`config.mk`:
```
export PLATFORM = sky130hd
export DESIGN_NAME = barrier_field_flat
export DESIGN_NICKNAME = d
export VERILOG_FILES = /design/src/rtl/barrier_field_if.sv /design/src/rtl/barrier_field.sv /design/src/flat_wrapper.sv
export SDC_FILE = /design/constraint.sdc
export NUM_CORES = 1
export LEC_CHECK = 0
export ABC_CLOCK_PERIOD_IN_PS = 2700
export BUFFER_PORTS_ARGS = -buffer_cell sky130_fd_sc_hd__buf_4
export CAP_MARGIN = 40
export CELL_PAD_IN_SITES_DETAIL_PLACEMENT = 0
export CELL_PAD_IN_SITES_GLOBAL_PLACEMENT = 2
export CORE_UTILIZATION = 35
export CTS_BUF_LIST = sky130_fd_sc_hd__clkbuf_16
export DETAILED_ROUTE_END_ITERATION = 8
export PLACE_DENSITY = 0.82
export SLEW_MARGIN = 10
export SYNTH_ARGS = -nofsm -noshare
export SYNTH_HDL_FRONTEND = slang
export SYNTH_SLANG_ARGS = --single-unit
export TNS_END_PERCENT = 30
```
`constraint.sdc`:
```
create_clock -name frame_clk -period 2.7 [get_ports frame_clk]
set_input_delay 0.135 -clock frame_clk [delete_from_list [all_inputs] [get_ports frame_clk]]
set_output_delay 0.135 -clock frame_clk [all_outputs]
set_load 0.005 [all_outputs]
```
`src/rtl/barrier_field_if.sv`:
```
// Bus between the game objects (tank, shell, round control) and the barrier field.
//   master : drives tank geometry, shell position/flight flag and restore; receives barrier status
//   slave  : the barrier field itself
//   TankX/TankY/TankS  tank centre and half-size
//   shell_active, ShellX/ShellY  shell in flight and its point position
//   restore            new round, all barriers back to full health
//   barrier_collision  [0] +X blocked, [1] -X, [2] +Y, [3] -Y
//   barrier_alive      per-barrier presence
//   shell_hit          one-frame pulse when a shell is absorbed
//   hit_index          barrier that absorbed the latest shell
interface barrier_field_if #(
    parameter int unsigned NUM_BAR = 4
);
    logic [9:0]         TankX;
    logic [9:0]         TankY;
    logic [9:0]         TankS;
    logic               shell_active;
    logic [9:0]         ShellX;
    logic [9:0]         ShellY;
    logic               restore;
    logic [3:0]         barrier_collision;
    logic [NUM_BAR-1:0] barrier_alive;
    logic               shell_hit;
    logic [2:0]         hit_index;

    modport master (
        output TankX, TankY, TankS, shell_active, ShellX, ShellY, restore,
        input  barrier_collision, barrier_alive, shell_hit, hit_index
    );

    modport slave (
        input  TankX, TankY, TankS, shell_active, ShellX, ShellY, restore,
        output barrier_collision, barrier_alive, shell_hit, hit_index
    );
endinterface

```
`src/rtl/barrier_field.sv`:
```
// Destructible barrier field: per-frame tank contact flags and shell damage tracking.
//   frame_clk  frame-rate clock
//   Reset      asynchronous, active-high
//   bus        barrier_field_if.slave (tank/shell inputs, collision/alive/hit outputs)
// Barrier geometry is fixed by the packed BAR_* parameters, barrier i at bits [10i+9:10i].
module barrier_field #(
    parameter int unsigned               NUM_BAR     = 4,
    parameter int unsigned               BAR_HP      = 3,
    parameter int unsigned               COLL_MARGIN = 6,
    parameter logic [NUM_BAR*10-1:0]     BAR_X0      = {10'd520, 10'd500, 10'd10,  10'd300},
    parameter logic [NUM_BAR*10-1:0]     BAR_X1      = {10'd600, 10'd560, 10'd40,  10'd340},
    parameter logic [NUM_BAR*10-1:0]     BAR_Y0      = {10'd110, 10'd100, 10'd400, 10'd200},
    parameter logic [NUM_BAR*10-1:0]     BAR_Y1      = {10'd150, 10'd130, 10'd440, 10'd260}
) (
    input  logic            frame_clk,
    input  logic            Reset,
    barrier_field_if.slave  bus
);

    // 12 bits keeps edge+margin sums free of wrap for any 10-bit input
    localparam int unsigned CW  = 12;
    localparam int unsigned HPW = 3;

    typedef enum logic {ARMED = 1'b0, LOCKED = 1'b1} lock_t;

    lock_t              lock_state;
    lock_t              lock_nxt;
    logic               hit_fire_c;

    logic [HPW-1:0]     hp [NUM_BAR];
    logic [NUM_BAR-1:0] alive_q;
    logic [3:0]         coll_q;
    logic               shell_hit_q;
    logic [2:0]         hit_index_q;

    logic [3:0]         coll_c;
    logic               cand_valid_c;
    logic [2:0]         cand_idx_c;

    logic [CW-1:0]      tl, tr, tt, tb, bx0, bx1, by0, by1, marg;
    logic               yov, xov, c0, c1, c2, c3;

    // Tank bounding box (left/top saturate at 0) and per-barrier contact bands
    always_comb begin
        marg   = CW'(COLL_MARGIN);
        tl     = (bus.TankX >= bus.TankS) ? CW'(bus.TankX - bus.TankS) : '0;
        tr     = CW'(bus.TankX) + CW'(bus.TankS);
        tt     = (bus.TankY >= bus.TankS) ? CW'(bus.TankY - bus.TankS) : '0;
        tb     = CW'(bus.TankY) + CW'(bus.TankS);
        coll_c = '0;
        bx0 = '0; bx1 = '0; by0 = '0; by1 = '0;
        yov = 1'b0; xov = 1'b0; c0 = 1'b0; c1 = 1'b0; c2 = 1'b0; c3 = 1'b0;
        for (int i = 0; i < int'(NUM_BAR); i++) begin
            bx0 = CW'(BAR_X0[10*i +: 10]);
            bx1 = CW'(BAR_X1[10*i +: 10]);
            by0 = CW'(BAR_Y0[10*i +: 10]);
            by1 = CW'(BAR_Y1[10*i +: 10]);
            // strict overlap: touching a face without overlapping it does not block
            yov = (tb > by0) && (tt < by1);
            xov = (tr > bx0) && (tl < bx1);
            c0  = yov && (tr + marg >= bx0) && (tr <= bx0 + marg);
            c1  = yov && (tl <= bx1 + marg) && (tl + marg >= bx1);
            c2  = xov && (tb + marg >= by0) && (tb <= by0 + marg);
            c3  = xov && (tt <= by1 + marg) && (tt + marg >= by1);
            if (alive_q[i]) begin
                coll_c = coll_c | {c3, c2, c1, c0};
            end
        end
    end

    // Lowest-index alive barrier containing the shell point
    always_comb begin
        cand_valid_c = 1'b0;
        cand_idx_c   = '0;
        for (int i = int'(NUM_BAR) - 1; i >= 0; i--) begin
            if (alive_q[i] &&
                (bus.ShellX >= BAR_X0[10*i +: 10]) && (bus.ShellX <= BAR_X1[10*i +: 10]) &&
                (bus.ShellY >= BAR_Y0[10*i +: 10]) && (bus.ShellY <= BAR_Y1[10*i +: 10])) begin
                cand_valid_c = 1'b1;
                cand_idx_c   = 3'(i);
            end
        end
    end

    // Lock state register
    always_ff @(posedge frame_clk or posedge Reset) begin
        if (Reset) begin
            lock_state <= ARMED;
        end else begin
            lock_state <= lock_nxt;
        end
    end

    // Lock next state: one hit per shell flight, re-armed once the shell is gone
    always_comb begin
        lock_nxt = lock_state;
        case (lock_state)
            ARMED:   if (bus.shell_active && cand_valid_c) lock_nxt = LOCKED;
            LOCKED:  if (!bus.shell_active)                lock_nxt = ARMED;
            default: lock_nxt = ARMED;
        endcase
        if (bus.restore) begin
            lock_nxt = ARMED;
        end
    end

    // Lock output decode: restore suppresses a same-edge hit
    always_comb begin
        hit_fire_c = 1'b0;
        if ((lock_state == ARMED) && bus.shell_active && cand_valid_c && !bus.restore) begin
            hit_fire_c = 1'b1;
        end
    end

    // Hit points, presence, and registered outputs
    always_ff @(posedge frame_clk or posedge Reset) begin
        if (Reset) begin
            coll_q      <= '0;
            shell_hit_q <= 1'b0;
            hit_index_q <= '0;
            alive_q     <= '1;
            for (int i = 0; i < int'(NUM_BAR); i++) begin
                hp[i] <= HPW'(BAR_HP);
            end
        end else begin
            coll_q      <= coll_c;
            shell_hit_q <= hit_fire_c;
            if (hit_fire_c) begin
                hit_index_q <= cand_idx_c;
            end
            for (int i = 0; i < int'(NUM_BAR); i++) begin
                if (bus.restore) begin
                    hp[i]      <= HPW'(BAR_HP);
                    alive_q[i] <= 1'b1;
                end else if (hit_fire_c && (cand_idx_c == 3'(i))) begin
                    hp[i] <= hp[i] - HPW'(1);
                    if (hp[i] == HPW'(1)) begin
                        alive_q[i] <= 1'b0;
                    end
                end
            end
        end
    end

    assign bus.barrier_collision = coll_q;
    assign bus.barrier_alive     = alive_q;
    assign bus.shell_hit         = shell_hit_q;
    assign bus.hit_index         = hit_index_q;

endmodule
```
`src/flat_wrapper.sv`:
```
// flat-port wrapper written by rule: the top's interface ports become plain ports
module barrier_field_flat 
#(
    parameter int unsigned               NUM_BAR     = 4,
    parameter int unsigned               BAR_HP      = 3,
    parameter int unsigned               COLL_MARGIN = 6,
    parameter logic [NUM_BAR*10-1:0]     BAR_X0      = {10'd520, 10'd500, 10'd10,  10'd300},
    parameter logic [NUM_BAR*10-1:0]     BAR_X1      = {10'd600, 10'd560, 10'd40,  10'd340},
    parameter logic [NUM_BAR*10-1:0]     BAR_Y0      = {10'd110, 10'd100, 10'd400, 10'd200},
    parameter logic [NUM_BAR*10-1:0]     BAR_Y1      = {10'd150, 10'd130, 10'd440, 10'd260}
)
  (frame_clk, Reset, bus_TankX, bus_TankY, bus_TankS, bus_shell_active, bus_ShellX, bus_ShellY, bus_restore, bus_barrier_collision, bus_barrier_alive, bus_shell_hit, bus_hit_index);
  barrier_field_if #(.NUM_BAR(NUM_BAR)) bus_i ();
  input  logic frame_clk;
  input  logic Reset;
  input wire logic [$bits(bus_i.TankX)-1:0] bus_TankX;
  input wire logic [$bits(bus_i.TankY)-1:0] bus_TankY;
  input wire logic [$bits(bus_i.TankS)-1:0] bus_TankS;
  input wire logic [$bits(bus_i.shell_active)-1:0] bus_shell_active;
  input wire logic [$bits(bus_i.ShellX)-1:0] bus_ShellX;
  input wire logic [$bits(bus_i.ShellY)-1:0] bus_ShellY;
  input wire logic [$bits(bus_i.restore)-1:0] bus_restore;
  output wire logic [$bits(bus_i.barrier_collision)-1:0] bus_barrier_collision;
  output wire logic [$bits(bus_i.barrier_alive)-1:0] bus_barrier_alive;
  output wire logic [$bits(bus_i.shell_hit)-1:0] bus_shell_hit;
  output wire logic [$bits(bus_i.hit_index)-1:0] bus_hit_index;
  assign bus_i.TankX = bus_TankX;
  assign bus_i.TankY = bus_TankY;
  assign bus_i.TankS = bus_TankS;
  assign bus_i.shell_active = bus_shell_active;
  assign bus_i.ShellX = bus_ShellX;
  assign bus_i.ShellY = bus_ShellY;
  assign bus_i.restore = bus_restore;
  assign bus_barrier_collision = bus_i.barrier_collision;
  assign bus_barrier_alive = bus_i.barrier_alive;
  assign bus_shell_hit = bus_i.shell_hit;
  assign bus_hit_index = bus_i.hit_index;
  barrier_field #(.NUM_BAR(NUM_BAR), .BAR_HP(BAR_HP), .COLL_MARGIN(COLL_MARGIN), .BAR_X0(BAR_X0), .BAR_X1(BAR_X1), .BAR_Y0(BAR_Y0), .BAR_Y1(BAR_Y1)) u_core (.frame_clk(frame_clk), .Reset(Reset), .bus(bus_i));
endmodule
```
Word-level counts from Yosys, hierarchy flattened
Index checks and enable logic that the tools add are counted.
- flip-flop bits (word level): 25
- bits of input ports: 54
- word-level logic and storage cells: 218
- add/subtract/negate cells: 12
- order comparisons: 66
- eq/ne operators: 7
- mux-type cells: 39
- bitwise logic cells: 4
- reductions and logical operators: 78
- operator list (kind ; count):
    greater-or-equal comparator 12 x 9 -> 1 bit (second input constant) ; 6
    less-or-equal comparator 12 x 9 -> 1 bit (second input constant) ; 6
    logical AND 1 bit ; 64
    adder 12 x 3 -> 12 bit (second input constant) ; 4
    greater-or-equal comparator 12 x 10 -> 1 bit (second input constant) ; 3
    greater-or-equal comparator 12 x 8 -> 1 bit (second input constant) ; 3
    greater-than comparator 12 x 9 -> 1 bit (second input constant) ; 3
    less-or-equal comparator 12 x 10 -> 1 bit (second input constant) ; 3
    less-or-equal comparator 12 x 8 -> 1 bit (second input constant) ; 3
    < comparator 12 x 9 -> 1 bit (second input constant) ; 3
    greater-or-equal comparator 10 x 9 -> 1 bit (second input constant) ; 3
    less-or-equal comparator 10 x 9 -> 1 bit (second input constant) ; 3
    greater-or-equal comparator 12 x 7 -> 1 bit (second input constant) ; 2
    greater-than comparator 12 x 7 -> 1 bit (second input constant) ; 2
    less-or-equal comparator 12 x 7 -> 1 bit (second input constant) ; 2
    < comparator 12 x 10 -> 1 bit (second input constant) ; 2
    < comparator 12 x 8 -> 1 bit (second input constant) ; 2
    two-way mux 12 bit ; 2
    two-way mux 3 bit ; 8
    adder 10 x 10 -> 11 bit ; 2
    subtractor 10 x 10 -> 11 bit ; 2
    greater-or-equal comparator 10 bit ; 2
    greater-or-equal comparator 10 x 7 -> 1 bit (second input constant) ; 2
    less-or-equal comparator 10 bit (second input constant) ; 2
    27 further kinds ; 72

Depth between registers and ports, before layout
Gate-level depths: netlist (run 1).
- depth in word-level cells: 15
- depth in mapped cells: 19
- mapped depth without buffers: 16

Worst setup path after synthesis (run 1)
Ideal clock, no wire load.
- kind: input port to flip-flop
- start point: input port bus_TankS[3]
- end point: register u_core.coll_q[1], in the netlist u_core.bus.barrier_collision[1]
- library setup time: 0.139 ns
- data arrival time: 3.764 ns
- required time: 2.561 ns
- path slack: -1.203 ns
- stages: 18
- path buffers: 3
- cells stage by stage: inv_1 ha_1 buf_2 o211a_1 a21bo_2 a21oi_1 nor2_1 clkbuf_1 nor2_1 inv_1 ha_1 buf_1 nor3_1 nand4_1 o21a_1 o22ai_1 a221oi_1 or4_1
- longest elaborated chain between the ends: 13
- elaborated cells on any way between the ends: 43
- those cells by class: 4 x add/sub; 18 x order compare; 6 x mux; 3 x bitwise; 12 x reduce/logical
- RTL lines (what ; line ; text):
    from (decl) ; flat_wrapper.sv:18 ; input wire logic [$bits(bus_i.TankS)-1:0] bus_TankS;
    parallel branches: the longest is 12 deep, another holds adder 12 x 3 -> 12 bit ; -- ;
    two-way mux 4 bit * ; barrier_field.sv:65 ; if (alive_q[i]) begin
    via u_core.coll_c[1] ; barrier_field.sv:36 ; logic [3:0] coll_c;
    to (signal assigned) ; barrier_field.sv:126 ; coll_q <= coll_c;
    to (decl) ; barrier_field.sv:32 ; logic [3:0] coll_q;
Mark *: on every way through the listed nets, which the timed path passes.
A chain may end at the register's enable or synchronous reset.

Worst setup path in the final report (run 1)
- start point: input port bus_TankS[0]
- end point: register u_core.coll_q[0], in the netlist u_core.bus.barrier_collision[0]
- longest elaborated chain between the ends: 13
- elaborated cells on any way between the ends: 41
- those cells by class: 4 x add/sub; 17 x order compare; 5 x mux; 3 x bitwise; 12 x reduce/logical
- RTL lines (what ; line):
    parallel branches: the longest is 12 deep, another holds adder 12 x 3 -> 12 bit ; --
    two-way mux 4 bit * ; barrier_field.sv:65
    via u_core.coll_c[0] ; barrier_field.sv:36
Marks and branches as above.

==> summary.txt, run 1 <==
Status
  – Result of the run: finished, violations left
  – Violated checks: negative setup slack

Synthesis
  – Number of enable flip-flop cells after synthesis: 0
  – Gate Count Post-Synth: 901
  – Fraction of registers with async set or reset after synthesis: between 90% and 100%
  – Primary FF master, synth: dfstp_2
  – Number of warnings reported in the yosys synthesis log: 0
  – Proportion of netlist area held by the largest area contributor: roughly an eighth
  – Leading post-synthesis cells by cell area: ha_1 13%, dfstp_2 4.9%, nor2_1 4.9%
  – Cell types with the highest counts after synthesis: 84 x nor2_1, 65 x ha_1, 56 x nand2_1, 54 x inv_1, 51 x a21oi_1
  – Count of different cell masters after synthesis: slightly below 90
  – Post-synth net total: 1024
  – Cell with the most instances after synthesis: nor2_1
  – Largest area contributor in the netlist: ha_1
  – Synthesized flop and latch total: 24
  – Fraction of the yosys area taken by sequential cells: a little under a tenth
  – Cell area after synthesis: about 0.0065 mm2
  – Per-instance average area after synthesis: 7.214 um2

Final layout
  – Number of nets in the layout: between 1000 and 1500
  – Area growth syn-to-layout: 64.29%
  – Total non-filler cell area in the finished layout: roughly 0.011 mm2
  – Number of inserted diodes: 0
  – # fillers: approximately 1700
  – Share of layout cells above drive strength 1: 44.66%

Detailed routing
  – Total via count after detailed routing: roughly 8500
  – Residual DRC: 0
  – Avg Vias per Cell: about 5.6
  – Number of search-and-repair iterations in the first detailed-routing pass: 5
  – Routed WL per cell: between 15 and 20 um
  – Number of nets still failing antenna checks after routing: 0
  – Final WL: about 26000 um
  – Initial drt markers: approximately 480

Timing
  – Max-slew headroom: about three fifths
  – Pin slew with the least headroom to its limit: about 0.60 ns
  – RSZ-0062 raised after global routing: true
  – Final clock period utilization by the worst path: 113.8%
  – Hold violation total from the final report: 0
  – Number of slew-limit violations in the final report: 0
  – Minimum setup slack in the final design: -0.3723 ns
  – Post-route clock skew: around 0.0014 ns
  – Period minus WS final: approximately 3.1 ns
  – Hold Slack: 0.1538 ns
  – Timing-limited maximum frequency: about 330 MHz
  – Final setup violation count: 4

Clock network
  – Maximum buffer depth of the clock tree: 2
  – Number of buffers inserted during clock tree synthesis: 3
  – Buffer cell driving the clock tree root: clkbuf_16
  – CTS tree: built
  – CTS H-tree lvls: 1
  – Clock transition at the registers of the reported paths: about 0.070 ns
  – Clk Latency, worst-skew pair: ~0.26 ns
  – Number of sinks handled by clock tree synthesis: 24

Setup path
  – Master of the slowest instance on the critical path: fa_2
  – Cell-by-cell trace of the critical path: buf_12 > ha_4 > fa_2 > buf_6 > xnor2_4 > inv_2 > ha_4 > nor2_2 > and4_4 > nor2_4 > a211oi_2 > nand3_1 > mux2_4 > or3_1 > or3_1 > nand4_1
  – Worst-path fanout max: 4
  – Category of the critical setup timing path: in -> reg
  – Data required time of the critical path: roughly 2.9 ns
  – Crit. End Element: register
  – Kind of launch point of the worst setup path: input pin
  – Critical Path Max Stage Delay: 0.41 ns
  – Arrival time of data at the critical path endpoint: approximately 3.3 ns

Power
  – Combinational Power Share: about four fifths
  – P_sw: ~1900 uW
  – Leakage power total: ~0.0048 uW
  – Overall power consumption: between 4000 and 5000 uW
  – Worst ir drop on vdd: between 0.0002 and 0.0003 V
  – Sw Share: ~44%
  – Power density over the cells: approximately 400 mW/mm2
  – Sequential group share of total power: a little under a tenth
  – Share of total power in the clock network: between 10% and 20%
  – Power Internal: 2409 uW

Global route
  – Gr usage total: approximately a quarter
  – Maximum number of pins on one net before global-route repair: 20
  – Total congestion overflow after global routing: 0
  – Initial antenna violation count: 0
  – Wire length of the first global-routing pass: a little over 40000 um
  – Via count of the first global-routing pass: roughly 8400

Die
  – Starting Density: a little over a third
  – Die Width: between 100 and 150 um
  – Std-Cell Rows: a little under 50
  – Number of top-level pins: 66
  – Die height: 138.3 um
  – Full die area: 0.01912 mm2
  – Core ar.: around 0.018 mm2

Placed design
  – Placement-stage cell area: 0.009619 mm2
  – # port buffers: 64
  – Final estimated routing congestion in global placement: between 0.9 and 1
  – Placement Setup Slack: -0.6996 ns
  – Hpwl dp: approximately 21000 um

Min path
  – Type of the tightest min-delay check: in -> reg

Run
  – Number of violations of the max-capacitance limit: 0
## final timing paths
check                                                   startpoint                                   endpoint  slack, ns  cells past startpoint
min in group asynchronous                                    Reset        u_core.bus.hit_index[0]$_DFFE_PP0P_       0.38                      3
max                                                   bus_TankS[0]  u_core.bus.barrier_collision[0]$_DFF_PP0_      -0.37                     16
min reg2reg                    u_core.bus.hit_index[0]$_DFFE_PP0P_        u_core.bus.hit_index[0]$_DFFE_PP0P_       0.51                      1
min                                               bus_shell_active                u_core.lock_state$_DFF_PP0_       0.15                      2
max in group asynchronous                                    Reset    u_core.bus.barrier_alive[0]$_DFFE_PP1P_       1.84                      4
max reg2reg                u_core.bus.barrier_alive[2]$_DFFE_PP1P_    u_core.bus.barrier_alive[2]$_DFFE_PP1P_       0.40                      5
## area by class of cell
type | count | area (um2) | share of cell area, %
inverter | 54 | 214.0 | 2.004
clock buffer | 3 | 75.07 | 0.7030
sequential | 24 | 615.6 | 5.764
tap | 229 | 286.5 | 2.683
multi-input combinational | 788 | 6316 | 59.14
clock inverter | 1 | 30.03 | 0.2812
timing repair buffer | 404 | 3142 | 29.42
## flip-flops by register name (all words and copies together), names as in the netlist
signal,count
u_core.bus.barrier_alive,4
u_core.bus.barrier_collision,4
u_core.bus.hit_index,2
u_core.bus.shell_hit,1
u_core.hp,12
u_core.lock_state,1
## layout by cell type (no fill, tap or decap), drive strengths merged, types with 8 or more instances in the layout
cell,Yosys,final
buf,12,403
nor2,84,84
ha,65,65
nand2,56,56
inv,54,51
a21oi,51,51
o21ai,44,44
nor3,38,38
xnor2,32,32
nand3,23,23
a211oi,22,22
nand2b,21,21
a21o,21,21
nand4,18,18
a31oi,18,18
nor4,18,18
o211ai,17,17
nor2b,15,15
or2,14,14
or3,13,13
dfstp,12,12
dfrtp,12,12
and2,11,11
xor2,11,11
a211o,10,10
nor3b,9,9
o21a,9,9
a31o,9,9
or4,9,9
a2111oi,9,9
and3,8,8
nand3b,8,8
o31ai,8,8
a21boi,8,8
## stage by stage
step                cells  TNS [ns]  utilization, %
finish               1503    -1.319           59.05
global route         1503    -1.793           59.05
CTS                  1495    -1.079           56.60
detailed placement   1473    -2.737           53.19
global placement     1472    -2.778           53.03
floorplan             901    -1.993               -
## critical path: cells and delay by family
family                   cells  cell delay [ns]
XOR/XNOR                     1             0.15
AO/OA/AOI/OAI                1             0.20
buffers and inverters        3             0.33
multiplexers                 1             0.35
AND/OR/NAND/NOR              7             1.32
adder cells (fa/ha/maj)      3             0.76
## cells by family (layout without fill, tap and decap cells)
kind of cell,Yosys count,after routing,synth area share (%)
AOI/OAI and AO/OA,298,298,32.94
xor gates and xnor gates,45,45,6.487
adders and majority gates,69,69,13.74
buffers and inverters,89,462,5.717
DFF,24,24,9.471
muxes,10,10,1.598
other,1,1,0.05769
and+or+nand+nor,365,365,29.99
## per-layer routing
layer / global-route usage (%) / routed length [um] / vias up
met5: 0 / 0 / -
met4: 7.274 / 625 / 0
met3: 1.143 / 792 / 41
met2: 48.09 / 12960 / 176
met1: 33.83 / 11370 / 4094
li1: - / - / 4171
## power by group through the flow
| stage | logic [uW] | clock network, uW | registers [uW] |
|---|---|---|---|
| after floorplan | 1560 | 0 | 403 |
| after global placement | 3020 | 0 | 402 |
| after detailed placement | 3020 | 0 | 402 |
| after CTS | 3220 | 442 | 396 |
| after global routing | 3730 | 448 | 397 |
| final | 3450 | 430 | 395 |
## what timing repair did
action,4_1_cts,5_1_grt
resized for setup,76,75
endpoints found under the setup margin,4,4
setup buffers,18,10
pin swaps,50,40
hold endpoints to repair,3,0
hold buffers,1,0
Note: power is estimated with default switching activity, not from simulation.
==> run 2, diff against run 1 <==
Settings changed: CORE_MARGIN set to 2.
==> summary.txt, run 2 (synthesized netlist as in run 1, its figures left out) <==
Clock network
  – Maximum buffer depth of the clock tree: 2
  – Clock transition at the registers of the reported paths: ~0.060 ns
  – CTS tree: built
  – Clk Latency, worst-skew pair: ~0.26 ns
  – Number of sinks handled by clock tree synthesis: 24
  – CTS H-tree lvls: 1
  – Number of buffers inserted during clock tree synthesis: 3
  – Buffer cell driving the clock tree root: clkbuf_16

Status
  – Violated checks: negative setup slack
  – Result of the run: finished, violations left

Placed design
  – Placement Setup Slack: -0.7691 ns
  – # port buffers: 64
  – Hpwl dp: between 20000 and 25000 um
  – Final estimated routing congestion in global placement: about 0.93

Final layout
  – Max FFs per register: 12
  – Number of inserted diodes: 0
  – Area growth syn-to-layout: 63.18%
  – Core utilization of the finished layout: 58.64%
  – Share of layout cells above drive strength 1: 44.66%
  – Register with the most flip-flops: u_core.hp
  – Most frequent standard cell in the layout excluding fill and tap cells: buf_4
  – Most frequent cells in the layout: 391 x buf_4, 78 x nor2_1, 52 x nand2_1
  – Number of nets in the layout: about 1400

Die
  – Starting Density: a little over a third
  – Number of top-level pins: 66
  – Std-Cell Rows: 49
  – Core ar.: approximately 0.018 mm2
  – Full die area: approximately 0.020 mm2
  – Die Width: about 140 um
  – Die height: roughly 140 um

Power
  – Power density over the cells: ~400 mW/mm2
  – Leakage power total: around 0.0048 uW
  – Worst ir drop on vdd: roughly 0.00027 V

Detailed routing
  – Number of search-and-repair iterations in the first detailed-routing pass: 8
  – Initial drt markers: 450
  – Avg Vias per Cell: roughly 5.6
  – Total via count after detailed routing: about 8400
  – Residual DRC: 0
  – Routed WL per cell: approximately 17 um
  – Number of nets still failing antenna checks after routing: 0
  – Final WL: around 25000 um

Setup path
  – Data required time of the critical path: about 2.8 ns
  – Worst-path fanout max: 3
  – Arrival time of data at the critical path endpoint: 3.20 ns
  – Length in cells of the worst reg-to-reg path: 10
  – Crit. End Element: register
  – Category of the critical setup timing path: in -> reg
  – Kind of launch point of the worst setup path: input pin

Timing
  – Period minus WS final: 3.070 ns
  – Minimum setup slack in the final design: -0.3704 ns
  – Max-slew headroom: between 50% and 60%
  – Hold violation total from the final report: 0
  – Post-route clock skew: between 0.003 and 0.004 ns
  – Final setup violation count: 4
  – Final clock period utilization by the worst path: 113.7%
  – Timing-limited maximum frequency: between 300 and 400 MHz
  – Pin slew with the least headroom to its limit: ~0.74 ns
  – Number of slew-limit violations in the final report: 0
  – RSZ-0062 raised after global routing: true

Global route
  – Gr usage total: about a quarter
  – Total congestion overflow after global routing: 0
  – Via count of the first global-routing pass: ~8300
  – Maximum number of pins on one net before global-route repair: 19
  – Initial antenna violation count: 0
  – Wire length of the first global-routing pass: 40370 um

Run
  – Number of violations of the max-capacitance limit: 0

Min path
  – Cell depth of the worst hold path: 2
  – Type of the tightest min-delay check: in -> reg
==> run 2: cell count changes in the layout (fill, tap and decap cells not counted), sizes merged <==
cell,delta
clkinvlp,+1
inv,-1
==> run 2: final cells by class <==
type	count	area (um2)
clock buffer	3	75.07
clock inverter	1	30.03
fill	1667	7480
inverter	54	217.7
multi-input combinational	788	6264
sequential	24	615.6
tap	229	286.5
timing repair buffer	404	3118
==> run 2: worst max-delay path, stage by stage <==
cell and delay [ns]:
buf_4 0.12, inv_1 0.05, ha_1 0.15, inv_1 0.06, fa_2 0.34, a21o_1 0.19
buf_4 0.14, a21o_1 0.20, xnor2_1 0.26, buf_4 0.17, nand4_1 0.18, a211oi_2 0.37
nor4_4 0.06, o2111a_1 0.25, or4_1 0.51
==> run 2: final timing paths <==
path	slack, ns	startpoint	endpoint
setup / recovery	-0.37	bus_TankX[0]	u_core.bus.barrier_collision[1]$_DFF_PP0_
max in group asynchronous	1.75	Reset	u_core.hp[9]$_DFFE_PP1P_
setup reg to reg	0.36	u_core.bus.barrier_alive[3]$_DFFE_PP1P_	u_core.hp[11]$_DFFE_PP0P_
hold / removal	0.16	bus_shell_active	u_core.lock_state$_DFF_PP0_
min in group asynchronous	0.43	Reset	u_core.bus.barrier_collision[3]$_DFF_PP0_
hold reg to reg	0.53	u_core.bus.hit_index[0]$_DFFE_PP0P_	u_core.bus.hit_index[0]$_DFFE_PP0P_
==> run 2: what timing repair did <==
item,4_1_cts,5_1_grt
setup endpoints to repair,4,4
pin swaps,27,57
hold buffers,1,0
resized for setup,50,87
setup buffers,13,6
hold endpoints to repair,2,0
==> run 2: power breakdown <==
| part | internal, uW | total [uW] | leakage (uW) | switching (uW) |
|---|---|---|---|---|
| clock | 295 | 431 | 0.0000511 | 136 |
| combinational | 1690 | 3380 | 0.00445 | 1690 |
| sequential | 386 | 396 | 0.000284 | 9.95 |
==> run 2: per-layer routing <==
metal  routed length [um]  GRT usage, %
met1                11350         31.88
met3                  658         1.368
met2                12550         44.76
met4                  689         6.911
met5                    0             0
==> run 2: stage by stage <==
step	area [um2]	total power [uW]	TNS (ns)	cells	hold WS (ns)
after global routing	10610	4510	-1.736	1503	0.1688
after detailed placement	9684	3441	-2.915	1480	0.1621
final	10610	4202	-1.309	1503	0.1628
after floorplan	6681	1964	-1.993	901	0.1407
after CTS	10130	3988	-1.246	1497	0.1595
after global placement	9657	3429	-2.782	1479	0.3909
==> run 3, diff against run 2 <==
Settings changed: ABC_CLOCK_PERIOD_IN_PS 2700 to 2650, CORE_UTILIZATION 35 to 32, PLACE_DENSITY 0.82 to 0.79.
Clock period 2.7 ns to 2.65 ns, I/O delays scaled along.
==> summary.txt, run 3 (synthesized netlist as in run 1, its figures left out) <==
Clock network
  – Clock transition at the registers of the reported paths: 0.07 ns
  – Number of buffers inserted during clock tree synthesis: 3
  – CTS tree: built
  – Buffer cell driving the clock tree root: clkbuf_16
  – Clk Latency, worst-skew pair: 0.26 ns
  – Number of sinks handled by clock tree synthesis: 24
  – CTS H-tree lvls: 1
  – Maximum buffer depth of the clock tree: 2

Placed design
  – Placement-stage cell area: 0.009733 mm2
  – Final estimated routing congestion in global placement: 0.9020
  – Placement Setup Slack: -0.7785 ns
  – Hpwl dp: around 22000 um
  – Placed Cells: between 1500 and 2000
  – # port buffers: 64

Die
  – Starting Density: 32.33%
  – Die Width: roughly 150 um
  – Full die area: about 0.021 mm2
  – Die height: about 150 um
  – Number of top-level pins: 66
  – Core ar.: just over 0.02 mm2
  – Std-Cell Rows: 52

Final layout
  – Max FFs per register: 12
  – Number of standard cells in the layout, taps in and fillers out: roughly 1500
  – Most frequent standard cell in the layout excluding fill and tap cells: buf_4
  – Register with the most flip-flops: u_core.hp
  – Area growth syn-to-layout: 61.37%
  – Total non-filler cell area in the finished layout: 0.01049 mm2
  – Number of inserted diodes: 0
  – Most frequent cells in the layout: 393 x buf_4, 80 x nor2_1, 52 x nand2_1
  – Core utilization of the finished layout: 52.17%
  – Share of layout cells above drive strength 1: approximately 43%
  – Number of nets in the layout: between 1000 and 1500

Global route
  – Initial antenna violation count: 0
  – Via count of the first global-routing pass: a little over 8000
  – Gr usage total: 23.21%
  – Total congestion overflow after global routing: 0
  – Maximum number of pins on one net before global-route repair: 19
  – Wire length of the first global-routing pass: 40940 um

Detailed routing
  – Routed WL per cell: between 15 and 20 um
  – Residual DRC: 0
  – Final WL: approximately 26000 um
  – Avg Vias per Cell: between 5 and 6
  – Top layer used by detailed routing: met4
  – Total via count after detailed routing: about 8300
  – Number of nets still failing antenna checks after routing: 0
  – Sum of routed wire segments on met1: around 12000 um
  – Initial drt markers: 541
  – Total length of routed met2 wires: approximately 13000 um
  – Number of search-and-repair iterations in the first detailed-routing pass: 5
  – Total met3 wirelength after detailed routing: about 570 um

Power
  – Leakage power total: 0.004746 uW
  – Power density over the cells: 402.1 mW/mm2
  – Overall power consumption: about 4200 uW
  – Worst ir drop on vdd: 0.0002572 V

Timing
  – Max-slew headroom: approximately half
  – Post-route clock skew: ~0.0034 ns
  – Final setup violation count: 4
  – Period minus WS final: between 2 and 3 ns
  – Final clock period utilization by the worst path: 112.2%
  – RSZ-0062 raised after global routing: true
  – Pin slew with the least headroom to its limit: ~0.74 ns
  – Minimum setup slack in the final design: -0.3225 ns
  – Number of slew-limit violations in the final report: 0
  – Timing-limited maximum frequency: 336.4 MHz
  – Hold violation total from the final report: 0

Setup path
  – Arrival time of data at the critical path endpoint: approximately 3.1 ns
  – Crit. End Element: register
  – Data required time of the critical path: 2.79 ns
  – Worst-path fanout max: 3
  – Kind of launch point of the worst setup path: input pin
  – Category of the critical setup timing path: in -> reg

Run
  – Number of violations of the max-capacitance limit: 0

Status
  – Violated checks: negative setup slack
  – Result of the run: finished, violations left

Min path
  – Type of the tightest min-delay check: in -> reg
[run 3: repair_timing]
item,4_1_cts,5_1_grt
setup buffers,10,3
endpoints found under the hold margin,5,0
hold buffers,1,0
resized for setup,62,41
setup endpoints to repair,4,4
pin swaps,21,32
[run 3: layout make-up]
type | instances | area (um2)
Multi-Input combinational cell | 788 | 6137
Clock inverter | 1 | 30.03
Timing Repair Buffer | 402 | 3079
Fill cell | 1992 | 9615
Clock buffer | 3 | 75.07
Tap cell | 270 | 337.8
Inverter | 54 | 214.0
Sequential cell | 24 | 615.6
[run 3: worst paths after layout]
path | start | to | slack [ns] | cells after the start
max | bus_TankX[0] | u_core.bus.barrier_collision[1]$_DFF_PP0_ | -0.32 | 15
min | bus_shell_active | u_core.lock_state$_DFF_PP0_ | 0.15 | 2
max reg2reg | u_core.bus.barrier_alive[3]$_DFFE_PP1P_ | u_core.hp[11]$_DFFE_PP0P_ | 0.23 | 10
min reg2reg | u_core.bus.hit_index[0]$_DFFE_PP0P_ | u_core.bus.hit_index[0]$_DFFE_PP0P_ | 0.51 | 1
max in group asynchronous | Reset | u_core.bus.barrier_alive[0]$_DFFE_PP1P_ | 1.67 | 4
min in group asynchronous | Reset | u_core.hp[5]$_DFFE_PP0P_ | 0.46 | 3
[run 3: critical path, stage by stage]
cell      delay, ns
buf_4          0.12
inv_1          0.05
ha_1           0.15
inv_1          0.06
fa_2           0.34
a21o_1         0.18
buf_4          0.15
a21oi_1        0.12
a21o_1         0.18
xnor2_1        0.12
or4_4          0.58
nor3_2         0.17
o22ai_1        0.10
o2111a_1       0.13
or4_1          0.51
[run 3: stage by stage]
stage               hold slack, ns  TNS, ns
floorplan                   0.1382   -2.183
global placement            0.4123   -3.022
detailed placement          0.2018   -3.058
CTS                         0.1480   -1.358
global route                0.1428   -1.769
finish                      0.1538   -1.248
[run 3: routing by layer]
| metal | global-route usage (%) | vias to the layer above |
|---|---|---|
| met4 | 6.796 | 0 |
| met3 | 0.6250 | 47 |
| met1 | 29.82 | 3957 |
| met2 | 42.43 | 147 |
| met5 | 0 | - |
| li1 | - | 4172 |
[run 3: power breakdown]
| group | leakage (uW) | switching [uW] | total, uW | internal, uW |
|---|---|---|---|---|
| clock | 0.0000511 | 145 | 446 | 301 |
| combinational | 0.00441 | 1680 | 3370 | 1690 |
| sequential | 0.000284 | 12.2 | 405 | 393 |
